**config.mk**
```make
export PLATFORM = sky130hd
export DESIGN_NAME = lcd_read
export DESIGN_NICKNAME = d
export VERILOG_FILES = /design/src/rtl/lcd_read.sv
export SDC_FILE = /design/constraint.sdc
export NUM_CORES = 1
export LEC_CHECK = 0
export CAP_MARGIN = 20
export CORE_UTILIZATION = 58
export CTS_BUF_LIST = sky130_fd_sc_hd__clkbuf_16
export DETAILED_ROUTE_END_ITERATION = 7
export GPL_TIMING_DRIVEN = 0
export PLACE_DENSITY = 0.95
export REMOVE_ABC_BUFFERS = 1
export SLEW_MARGIN = 20
export SYNTH_ARGS = -nofsm -noshare
export SYNTH_HDL_FRONTEND = slang
export SYNTH_SLANG_ARGS = --single-unit
export TNS_END_PERCENT = 10
```
**constraint.sdc**
```tcl
create_clock -name CLK -period 3 [get_ports CLK]
set_clock_uncertainty 0.05 [all_clocks]
set_input_delay 0.45 -clock CLK [delete_from_list [all_inputs] [get_ports CLK]]
set_output_delay 0.45 -clock CLK [all_outputs]
set_load 0.05 [all_outputs]
```
**src/rtl/lcd_read.sv**
```systemverilog
// lcd_read: one HD44780 4-bit read transaction (RW=1), high nibble first.
// Reads BF/AC (rs=0) or a data byte (rs=1). With poll=1 and rs=0 the BF/AC
// read repeats, bus held, until BF clears or MAX_POLLS reads have been made.
//
// Ports:
//   CLK, RESET      clock, synchronous active-high reset
//   start, rs, poll request, accepted only while ready=1
//   LCD_D_in        LCD data nibble, sampled on the edge ending each E pulse
//   LCD_E/RW/RS     LCD control strobes
//   READ            1 = FPGA bus driver released (tracks LCD_RW)
//   ready           idle, can accept start
//   data_out        last assembled byte
//   busy_flag       bit 7 of the last BF/AC read
//   addr_counter    bits 6:0 of the last BF/AC read
//   valid           one-cycle result pulse
//   timeout         one-cycle pulse with valid when polling gave up on BF
module lcd_read #(
  parameter int FREQ      = 50000000,
  parameter int T_AS_CYC  = 3,
  parameter int T_PW_CYC  = 12,
  parameter int T_LOW_CYC = 13,
  parameter int T_H_CYC   = 1,
  parameter int MAX_POLLS = 255
) (
  input  logic       CLK,
  input  logic       RESET,
  input  logic       start,
  input  logic       rs,
  input  logic       poll,
  input  logic [3:0] LCD_D_in,
  output logic       LCD_E,
  output logic       LCD_RW,
  output logic       LCD_RS,
  output logic       READ,
  output logic       ready,
  output logic [7:0] data_out,
  output logic       busy_flag,
  output logic [6:0] addr_counter,
  output logic       valid,
  output logic       timeout
);

  localparam int MAX_AP = (T_AS_CYC > T_PW_CYC) ? T_AS_CYC : T_PW_CYC;
  localparam int MAX_LH = (T_LOW_CYC > T_H_CYC) ? T_LOW_CYC : T_H_CYC;
  localparam int MAXC   = (MAX_AP > MAX_LH) ? MAX_AP : MAX_LH;
  localparam int CW     = (MAXC < 2) ? 1 : $clog2(MAXC);

  localparam logic [CW-1:0] AS_LAST  = CW'(T_AS_CYC - 1);
  localparam logic [CW-1:0] PW_LAST  = CW'(T_PW_CYC - 1);
  localparam logic [CW-1:0] LOW_LAST = CW'(T_LOW_CYC - 1);
  localparam logic [CW-1:0] H_LAST   = CW'(T_H_CYC - 1);

  if (MAX_POLLS < 1 || MAX_POLLS > 255 || FREQ <= 0 || MAXC < 1) begin : g_bad_param
    $error("lcd_read: parameter out of range");
  end

  typedef enum logic [2:0] {IDLE, SETUP, E_HI1, E_LO, E_HI2, HOLD, FINISH} state_t;

  state_t        state, state_nxt;
  logic [CW-1:0] cnt;
  logic [7:0]    poll_cnt, poll_inc;
  logic          rs_r, poll_r;
  logic          phase;      // 1 once the high nibble of the current read is in
  logic [3:0]    nib_hi, nib_lo;
  logic          accept, repeat_rd, finish_rd, idle_nxt;

  assign poll_inc = poll_cnt + 8'd1;

  always_comb begin
    state_nxt = state;
    accept    = 1'b0;
    repeat_rd = 1'b0;
    finish_rd = 1'b0;
    case (state)
      IDLE:   if (start && ready) begin
                state_nxt = SETUP;
                accept    = 1'b1;
              end
      SETUP:  if (cnt == AS_LAST)  state_nxt = E_HI1;
      E_HI1:  if (cnt == PW_LAST)  state_nxt = E_LO;
      E_LO:   if (cnt == LOW_LAST) state_nxt = phase ? E_HI2 : E_HI1;
      E_HI2:  if (cnt == PW_LAST)  state_nxt = HOLD;
      HOLD:   if (cnt == H_LAST)   state_nxt = FINISH;
      FINISH: begin
        // poll_inc already counts the read just finished
        if (poll_r && nib_hi[3] && (poll_inc < 8'(MAX_POLLS))) begin
          state_nxt = E_LO;
          repeat_rd = 1'b1;
        end else begin
          state_nxt = IDLE;
          finish_rd = 1'b1;
        end
      end
      default: state_nxt = IDLE;
    endcase
    // ready stays low through the valid cycle (the one after FINISH)
    idle_nxt = (state_nxt == IDLE) && (state != FINISH);
  end

  always_ff @(posedge CLK) begin
    if (RESET) begin
      state        <= IDLE;
      cnt          <= '0;
      poll_cnt     <= '0;
      rs_r         <= 1'b0;
      poll_r       <= 1'b0;
      phase        <= 1'b0;
      nib_hi       <= '0;
      nib_lo       <= '0;
      LCD_E        <= 1'b0;
      LCD_RW       <= 1'b0;
      LCD_RS       <= 1'b0;
      READ         <= 1'b0;
      ready        <= 1'b1;
      data_out     <= '0;
      busy_flag    <= 1'b0;
      addr_counter <= '0;
      valid        <= 1'b0;
      timeout      <= 1'b0;
    end else begin
      state <= state_nxt;
      cnt   <= (state_nxt != state || state == IDLE) ? '0 : cnt + 1'b1;

      if (accept) begin
        rs_r     <= rs;
        poll_r   <= poll & ~rs;
        poll_cnt <= '0;
        phase    <= 1'b0;
        LCD_RS   <= rs;
      end
      if (state == E_HI1 && state_nxt == E_LO) begin
        nib_hi <= LCD_D_in;
        phase  <= 1'b1;
      end
      if (state == E_HI2 && state_nxt == HOLD)
        nib_lo <= LCD_D_in;
      if (repeat_rd) begin
        poll_cnt <= poll_inc;
        phase    <= 1'b0;
      end
      if (finish_rd) begin
        poll_cnt <= poll_inc;
        data_out <= {nib_hi, nib_lo};
        if (!rs_r) begin
          busy_flag    <= nib_hi[3];
          addr_counter <= {nib_hi[2:0], nib_lo};
        end
      end

      valid   <= finish_rd;
      timeout <= finish_rd & poll_r & nib_hi[3];
      LCD_E   <= (state_nxt == E_HI1) || (state_nxt == E_HI2);
      ready   <= idle_nxt;
      LCD_RW  <= ~idle_nxt;
      READ    <= ~idle_nxt;
    end
  end

endmodule

```
After elaboration in Yosys (flattened, before gate mapping). Cells that the tools add are included.

Add/subtract/negate cells: 2. Multipliers: 0. Divide/modulo/power cells: 0. Magnitude comparators: 1. Eq/ne operators: 15. Shifts and indexed selects: 0. Muxes and demuxes: 20. Bitwise gates (word level): 6. Reduce and logical (&&, ||, !) cells: 16.

Operator list (count): $mux 8 (3); $mux 3 (7); $pmux 3 s7 (1); $eq 3x3->1 const B (5); $eq 3x2->1 const B (4); $add 8x1->8 const B (1); $eq 4x4->1 const B (2); $lt 8x8->1 const B (1); $mux 1 (8); $logic_and 1x1->1 (6); $logic_not 3->1 (2); $add 4x1->4 const B (1); $eq 4x2->1 const B (1); $logic_not 4->1 (1); $reduce_or 2->1 (2); $and 1x1->1 (3); $eq 3x1->1 const B (1); $ne 3x3->1 (1); $ne 3x3->1 const B (1); $not 1->1 (3); $reduce_bool 3->1 (1); $logic_or 1x1->1 (2); $mux 2 (1); $reduce_and 2->1 (1); $reduce_bool 2->1 (1).

Bits in registers: 47. Bits in latches: 0. Memory bits (writable): 0. Memory bits (read-only): 0. Bits of input ports: 9. Output and inout port bits: 23. Word-level logic and storage cells: 76. Memories kept: 0.

Depth between registers and ports, before layout. Gate-level depths: netlist of run 1.

Word-level depth: 8. Gate-level depth with buffers: 9. Depth with buffers taken out: 7.

Worst setup path before layout of run 1. OpenSTA, ideal clock, no wires.

Path kind: register to register. From: reg poll_cnt[0]. To: reg data_out[7]. Data arrival time: 1793 ps. Required time: 2835 ps. Setup slack: 1043 ps. Stages on the path, launching flop included: 10. Path buffers: 2. Cell sequence: dfxtp_1 > clkbuf_2 > inv_1 > ha_1 > nand3_2 > o311ai_0 > or2_2 > and3_1 > buf_6 > o21a_1.

Word-level cells in the longest chain between the ends: 5.

Ends and longest elaborated chain: start: declaration (line 61) `logic [7:0] poll_cnt, poll_inc;`; start signal: assignment (line 138) `poll_cnt <= poll_inc;`; start signal: assignment (line 142) `poll_cnt <= poll_inc;`; $add 8x1->8 (line 67) `assign poll_inc = poll_cnt + 8'd1;`; $lt 8x8->1 (line 86) `if (poll_r && nib_hi[3] && (poll_inc < 8'(MAX_POLLS))) begin`; $logic_and 1x1->1 (line 86); $mux 1 (line 86); $mux 1 (line 74) `case (state)`; end signal: assignment (line 143) `data_out <= {nib_hi, nib_lo};`; end: declaration (line 36) `output logic [7:0] data_out,`.

No other way between the ends. A chain may end at the register's enable or synchronous reset.

Final worst setup path of run 1.
From: reg poll_cnt[0]. To: reg data_out[3].

Same word-level chain as after synthesis.

==> results of run 1 <==
[power by group through the flow]
stage / clock network [W] / logic (W) / registers (W)
finish: 0.000707 / 0.000103 / 0.000642
global route: 0.000736 / 0.000112 / 0.000642
CTS: 0.000706 / 0.000103 / 0.000641
detailed placement: 0 / 0.000102 / 0.000655
global placement: 0 / 0.000101 / 0.000655
floorplan: 0 / 0.0000416 / 0.000673
[cells in the mapped netlist (all sizes together), types with 2 or more instances]
master | n | share of area [%]
a21o | 2 | 0.64
nor3b | 2 | 0.64
nand3 | 16 | 4.2
clkbuf | 9 | 1.5
nor2 | 27 | 4.7
mux2i | 16 | 6.9
a21oi | 27 | 5.8
nor4bb | 2 | 0.86
ha | 5 | 2.7
nand2 | 14 | 2.3
inv | 7 | 1.1
buf | 11 | 3.1
nand2b | 19 | 5.1
dfxtp | 47 | 40
and3 | 4 | 1.3
o211ai | 2 | 0.64
a31oi | 2 | 0.54
or3 | 3 | 0.80
a211oi | 5 | 1.6
nand3b | 4 | 1.3
nand4 | 3 | 0.80
and2 | 2 | 0.54
o21ai | 13 | 2.8
nand4b | 2 | 0.75
nor3 | 4 | 1.1
o21a | 2 | 0.64
[kinds of logic (layout without fill, tap and decap cells)]
kind of cell / count (synthesis) / after routing / share of synthesized area (%)
DFF: 47 / 47 / 40.3
buffers and inverters: 27 / 46 / 5.73
adders and majority gates: 5 / 5 / 2.68
xor gates and xnor gates: 2 / 2 / 0.750
and+or+nand+nor: 107 / 107 / 26.1
muxes: 16 / 16 / 6.86
AOI/OAI and AO/OA: 64 / 64 / 17.6
[state kept, by name (all words and copies together), names as in the netlist]
| name | cells |
|---|---|
| poll_r | 1 |
| ready | 1 |
| poll_cnt | 8 |
| nib_lo | 4 |
| busy_flag | 1 |
| rs_r | 1 |
| addr_counter | 7 |
| READ | 1 |
| nib_hi | 4 |
| valid | 1 |
| timeout | 1 |
| LCD_E | 1 |
| cnt | 4 |
| phase | 1 |
| state | 3 |
| data_out | 8 |
[layout make-up]
type / count / area, sq um
flip-flops and latches: 47 / 941
clock inverters: 3 / 63.8
fillers: 274 / 983
multi-input cells: 194 / 1270
well taps: 48 / 60.1
inverters: 7 / 26.3
repair buffers: 31 / 305
clock buffers: 5 / 125
[per-layer routing]
layer	part of all wire [%]	vias up	track usage [%]
met3	5.5	10	6.08
met2	50	84	43.7
met5	0	-	0
li1	-	988	-
met4	1.6	0	8.70
met1	43	968	33.7
[worst min path at each step]
stage / to
2_1_floorplan: addr_counter[0]
3_3_place_gp: data_out[4]
3_5_place_dp: data_out[7]
4_1_cts: data_out[7]
5_1_grt: data_out[1]
6_report: data_out[7]
[through the flow]
stage / total power (W) / instances / setup WS [ns]
after floorplan: 0.000715 / 248 / 0.568
after global placement: 0.000756 / 327 / 0.119
after detailed placement: 0.000757 / 327 / 0.167
after CTS: 0.00145 / 335 / 0.0968
after global routing: 0.00149 / 335 / 0.273
final: 0.00145 / 335 / 0.391
[timing repair]
action                                  4_1_cts  5_1_grt
gates resized for setup                       0        1
endpoints found under the setup margin        0        4
hold buffers                                  0        0
[layout by cell type (no fill, tap or decap), drive strengths merged, types with 2 or more instances in the layout]
| cell | Yosys | layout |
|---|---|---|
| bufinv | 0 | 2 |
| a211oi | 5 | 5 |
| or3 | 3 | 3 |
| clkdlybuf4s50 | 0 | 30 |
| ha | 5 | 5 |
| nor3 | 4 | 4 |
| nor4bb | 2 | 2 |
| inv | 7 | 8 |
| nand3 | 16 | 16 |
| o211ai | 2 | 2 |
| nand2 | 14 | 14 |
| nand3b | 4 | 4 |
| nand4b | 2 | 2 |
| clkbuf | 9 | 5 |
| and2 | 2 | 2 |
| nor2 | 27 | 27 |
| nor3b | 2 | 2 |
| a31oi | 2 | 2 |
| mux2i | 16 | 16 |
| dfxtp | 47 | 47 |
| o21a | 2 | 2 |
| o21ai | 13 | 13 |
| a21oi | 27 | 27 |
| nand2b | 19 | 19 |
| nand4 | 3 | 3 |
| and3 | 4 | 4 |
| a21o | 2 | 2 |
==> impl_metrics.py, run 1 <==
metrics = {
    "logic_synthesis": {
        "synth_edf_count": 0,
        "synth.cell_area_sq_um": 2330,
        "synth-main-ff-cell": "dfxtp_1",
        "synth_seq_cells": 47,
        "synth_cell_types": 52,
        "syn_inst": 268,
        "yosysSeqAreaShare_pct": 40.3,
        "syn_avg_cell_area_sq_um": 8.71,
        "yosysWarnings": 0,
        "ys_async_sr_fraction_pct": 0,
    },
    "status": {
        "status": "finished, final reports clean",
    },
    "final_layout": {
        "n_antenna_cell": 0,
        "utilization_pct": 73.9,
        "final_cell_area_sq_um": 2790,
        "layout-drive-gt1-share_pct": 6.27,
        "synthToLayoutAreaGrowth_pct": 19.4,
        "nNetsFinal": 300,
    },
    "power_and_ir_drop": {
        "pwr-share-comb_pct": 7.1,
        "power.internal_w": 0.00115,
        "p_leak_nw": 1.04,
        "seqPwrFrac_pct": 44.2,
        "swShare_pct": 21.1,
        "p_per_area_nw_per_um2": 521,
        "max-vdd-ir-drop_v": 0.000476,
        "switchingPower_w": 0.000306,
        "clkPwrFrac_pct": 48.7,
    },
    "grt": {
        "antenna_found_initial": 0,
        "grt_util_all_layers_pct": 26.4,
        "grt_pass1_wl_microns": 8710,
        "grt_max_degree": 51,
        "grt-ovfl-total": 0,
        "grt_pass1_vias": 1884,
    },
    "min_path": {
        "holdCritStartpoint": "data_out[7]",
        "min_path_type": "reg -> reg",
        "hold_path_depth": 1,
    },
    "detailed_routing": {
        "wire_per_inst_microns": 15.8,
        "routed_wl_microns": 5300,
        "drtAntennaViolNets": 0,
        "via_per_inst": 6.12,
        "remaining_drc_errors": 0,
        "drt_iter0_drc": 137,
        "first_pass_iters": 4,
        "vias": 2050,
    },
    "critical_path": {
        "crit_buf_inv": 0,
        "startpoint_type": "register",
        "cp.required_ns": 3.16,
        "crit_arrival_ns": 2.77,
        "max_stage_delay_ns": 0.57,
        "crit_chain": "ha_1, and3_4, o22a_1, o2111ai_2, and3_1, mux2i_1",
        "cp-startpoint": "poll_cnt[0]",
        "path_class": "reg -> reg",
        "path_depth": 6,
        "worstRegToRegCells": 6,
        "cp-end-kind": "register",
        "rr_endpoint": "data_out[3]",
        "crit_path_end": "data_out[3]",
        "worstPathMaxFanout": 12,
        "reg2reg_slack_ns": 0.39,
        "cp_slowest_cell": "o2111ai_2",
        "reg2reg_from": "poll_cnt[0]",
        "cp_top_family": "compound AO/OA/AOI/OAI gates",
    },
    "die": {
        "rows": 22,
        "die_w_microns": 65.4,
        "io_pins": 32,
        "initial_utilization_pct": 61.9,
        "coreArea_sq_um": 3770,
        "die_area_sq_um": 4280,
        "die_h_microns": 65.4,
    },
    "sta": {
        "hold_ws_ns": 0.424,
        "max_freq_mhz": 383,
        "rsz0062_at_grt": "false",
        "relSlewSlack_pct": 49.1,
        "final_max_slew_viol_count": 0,
        "fin_setup_tns_ns": 0,
        "finalHoldViolCount": 0,
        "setup_viol": 0,
        "worst_slew_pin_slew_ns": 0.755,
        "min_period_ns": 2.61,
        "min_period_over_period_pct": 87.0,
    },
    "cts": {
        "cts_tree": "done",
        "numCtsBuffers": 5,
        "cts_setup_buffers": 0,
        "clk_path_buf_depth": 2,
        "cts_sinks": 47,
        "htreeDepth": 2,
        "cts.clk_slew.worst_paths_ns": 0.06,
        "clockRootBuffer": "clkbuf_16",
        "clock_latency_ns": 0.29,
    },
    "placed_design": {
        "numPortBuffers": 31,
        "dp_hpwl_microns": 3410,
        "dpl_cell_area_sq_um": 2590,
        "place.gp.congestion": 0.911,
    },
    "job": {
        "drv_cap": 0,
    },
}
Note: power is estimated with default switching activity, not from simulation.
==> run 2, diff against run 1 <==
--- a/config.mk
+++ b/config.mk
@@ -9,6 +9,7 @@
 export CORE_UTILIZATION = 58
 export CTS_BUF_LIST = sky130_fd_sc_hd__clkbuf_16
 export DETAILED_ROUTE_END_ITERATION = 7
+export GPL_ROUTABILITY_DRIVEN = 0
 export GPL_TIMING_DRIVEN = 0
 export PLACE_DENSITY = 0.95
 export REMOVE_ABC_BUFFERS = 1
==> results of run 2 <==
Same layout as run 1: the final DEF is identical, and so are final timing and power.
==> run 3, diff against run 2 <==
--- a/config.mk
+++ b/config.mk
@@ -5,7 +5,8 @@
 export SDC_FILE = /design/constraint.sdc
 export NUM_CORES = 1
 export LEC_CHECK = 0
-export CAP_MARGIN = 20
+export CAP_MARGIN = 10
+export CORE_MARGIN = 4
 export CORE_UTILIZATION = 58
 export CTS_BUF_LIST = sky130_fd_sc_hd__clkbuf_16
 export DETAILED_ROUTE_END_ITERATION = 7
==> impl_metrics.py, run 3 (synthesis results as in run 1) <==
metrics = {
    "status": {
        "status": "finished, final reports clean",
    },
    "detailed_routing": {
        "remaining_drc_errors": 0,
        "first_pass_iters": 4,
        "drt_iter0_drc": 202,
        "via_per_inst": 6.08,
        "wire_per_inst_microns": 16.4,
        "vias": 2036,
        "routed_wl_microns": 5490,
        "drtAntennaViolNets": 0,
    },
    "power_and_ir_drop": {
        "power.internal_w": 0.000979,
        "pwr-share-comb_pct": 8.0,
        "max-vdd-ir-drop_v": 0.000295,
        "seqPwrFrac_pct": 49.7,
        "p_per_area_nw_per_um2": 471,
        "p_leak_nw": 1.01,
        "switchingPower_w": 0.000313,
        "swShare_pct": 24.2,
        "p_total_w": 0.00129,
        "clkPwrFrac_pct": 42.3,
    },
    "final_layout": {
        "nFillCells": 278,
        "nNetsFinal": 300,
        "final_cell_mix": "47 x dfxtp_1, 30 x clkdlybuf4s50_1, 27 x a21oi_1",
        "utilization_pct": 72.8,
        "layout-drive-gt1-share_pct": 6.27,
        "instances_no_fill": 335,
        "largestRegisters": "data_out x8, poll_cnt x8, addr_counter x7",
        "synthToLayoutAreaGrowth_pct": 17.5,
        "n_antenna_cell": 0,
        "layout_commonest_cell": "dfxtp_1",
    },
    "sta": {
        "final_max_slew_viol_count": 0,
        "hold_ws_ns": 0.425,
        "min_period_ns": 2.62,
        "max_freq_mhz": 382,
        "min_period_over_period_pct": 87.3,
        "setup_viol": 0,
        "rsz0062_at_grt": "false",
        "finalHoldViolCount": 0,
        "fin_setup_tns_ns": 0,
        "relSlewSlack_pct": 46.7,
        "worst_slew_pin_slew_ns": 0.800,
    },
    "cts": {
        "clock_latency_ns": 0.29,
        "cts_sinks": 47,
        "htreeDepth": 2,
        "cts.clk_slew.worst_paths_ns": 0.07,
        "clk_path_buf_depth": 2,
        "numCtsBuffers": 5,
        "clockRootBuffer": "clkbuf_16",
        "cts_tree": "done",
    },
    "job": {
        "drv_cap": 0,
    },
    "critical_path": {
        "crit_arrival_ns": 2.70,
        "startpoint_type": "register",
        "worstPathMaxFanout": 9,
        "cp-end-kind": "register",
        "path_class": "reg -> reg",
        "cp.required_ns": 3.08,
    },
    "grt": {
        "grt_max_degree": 51,
        "grt-ovfl-total": 0,
        "grt_util_all_layers_pct": 22.3,
        "antenna_found_initial": 0,
        "grt_pass1_wl_microns": 9090,
        "grt_pass1_vias": 1884,
    },
    "die": {
        "io_pins": 32,
        "die_w_microns": 71.4,
        "rows": 22,
        "die_area_sq_um": 5100,
        "initial_utilization_pct": 61.9,
        "die_h_microns": 71.4,
        "coreArea_sq_um": 3770,
    },
    "min_path": {
        "min_path_type": "reg -> reg",
    },
    "placed_design": {
        "dp_hpwl_microns": 3560,
        "numPortBuffers": 31,
        "dp.cells": 327,
    },
}
[run 3: final timing paths]
kind | start | endpoint | slack [ns] | depth (start not counted)
worst min register to register | data_out[6] | data_out[6] | 0.42 | 2
worst max-delay path | poll_cnt[0] | addr_counter[6] | 0.38 | 6
worst min-delay path | data_out[6] | data_out[6] | 0.42 | 2
worst max register to register | poll_cnt[0] | addr_counter[6] | 0.38 | 6
[run 3: final cells by class]
type | instances | area, sq um | share of cell area [%]
Multi-Input combinational cell | 194 | 1270 | 46.1
Sequential cell | 47 | 941 | 34.3
Timing Repair Buffer | 31 | 305 | 11.1
Clock buffer | 5 | 125 | 4.56
Tap cell | 48 | 60.1 | 2.19
Inverter | 7 | 26.3 | 0.958
Clock inverter | 3 | 20.0 | 0.730
[run 3: power by group through the flow]
stage,combinational (W),clock [W],sequential (W)
CTS,0.000103,0.000550,0.000642
finish,0.000103,0.000546,0.000642
floorplan,0.0000416,0,0.000673
global route,0.000110,0.000576,0.000643
global placement,0.000101,0,0.000655
detailed placement,0.000102,0,0.000656
[run 3: timing repair]
| item | 4_1_cts | 5_1_grt |
|---|---|---|
| setup endpoints to repair | 0 | 4 |
| hold buffers | 0 | 0 |
| gates resized for setup | 0 | 1 |
| setup buffers | 0 | 0 |
[run 3: layer usage]
| metal | vias up | track usage [%] | wire length, microns |
|---|---|---|---|
| met5 | - | 0 | 0 |
| met4 | 0 | 6.47 | 53 |
| met3 | 6 | 5.19 | 324 |
| met2 | 70 | 38.3 | 2840 |
| met1 | 976 | 27.9 | 2270 |
| li1 | 984 | - | - |
[run 3: metrics by stage]
step / setup slack, ns / area [sq um]
after floorplan: 0.568 / 2230
after global placement: 0.112 / 2600
after detailed placement: 0.154 / 2590
after CTS: 0.0690 / 2740
after global routing: 0.137 / 2740
final: 0.382 / 2740
[run 3: critical path, stage by stage, from the launching register on]
cell and delay (ns):
dfxtp_1 0.47, ha_1 0.42, nand2_1 0.13, o311ai_0 0.53
o21ai_0 0.41, o21ai_0 0.31, a21oi_1 0.13
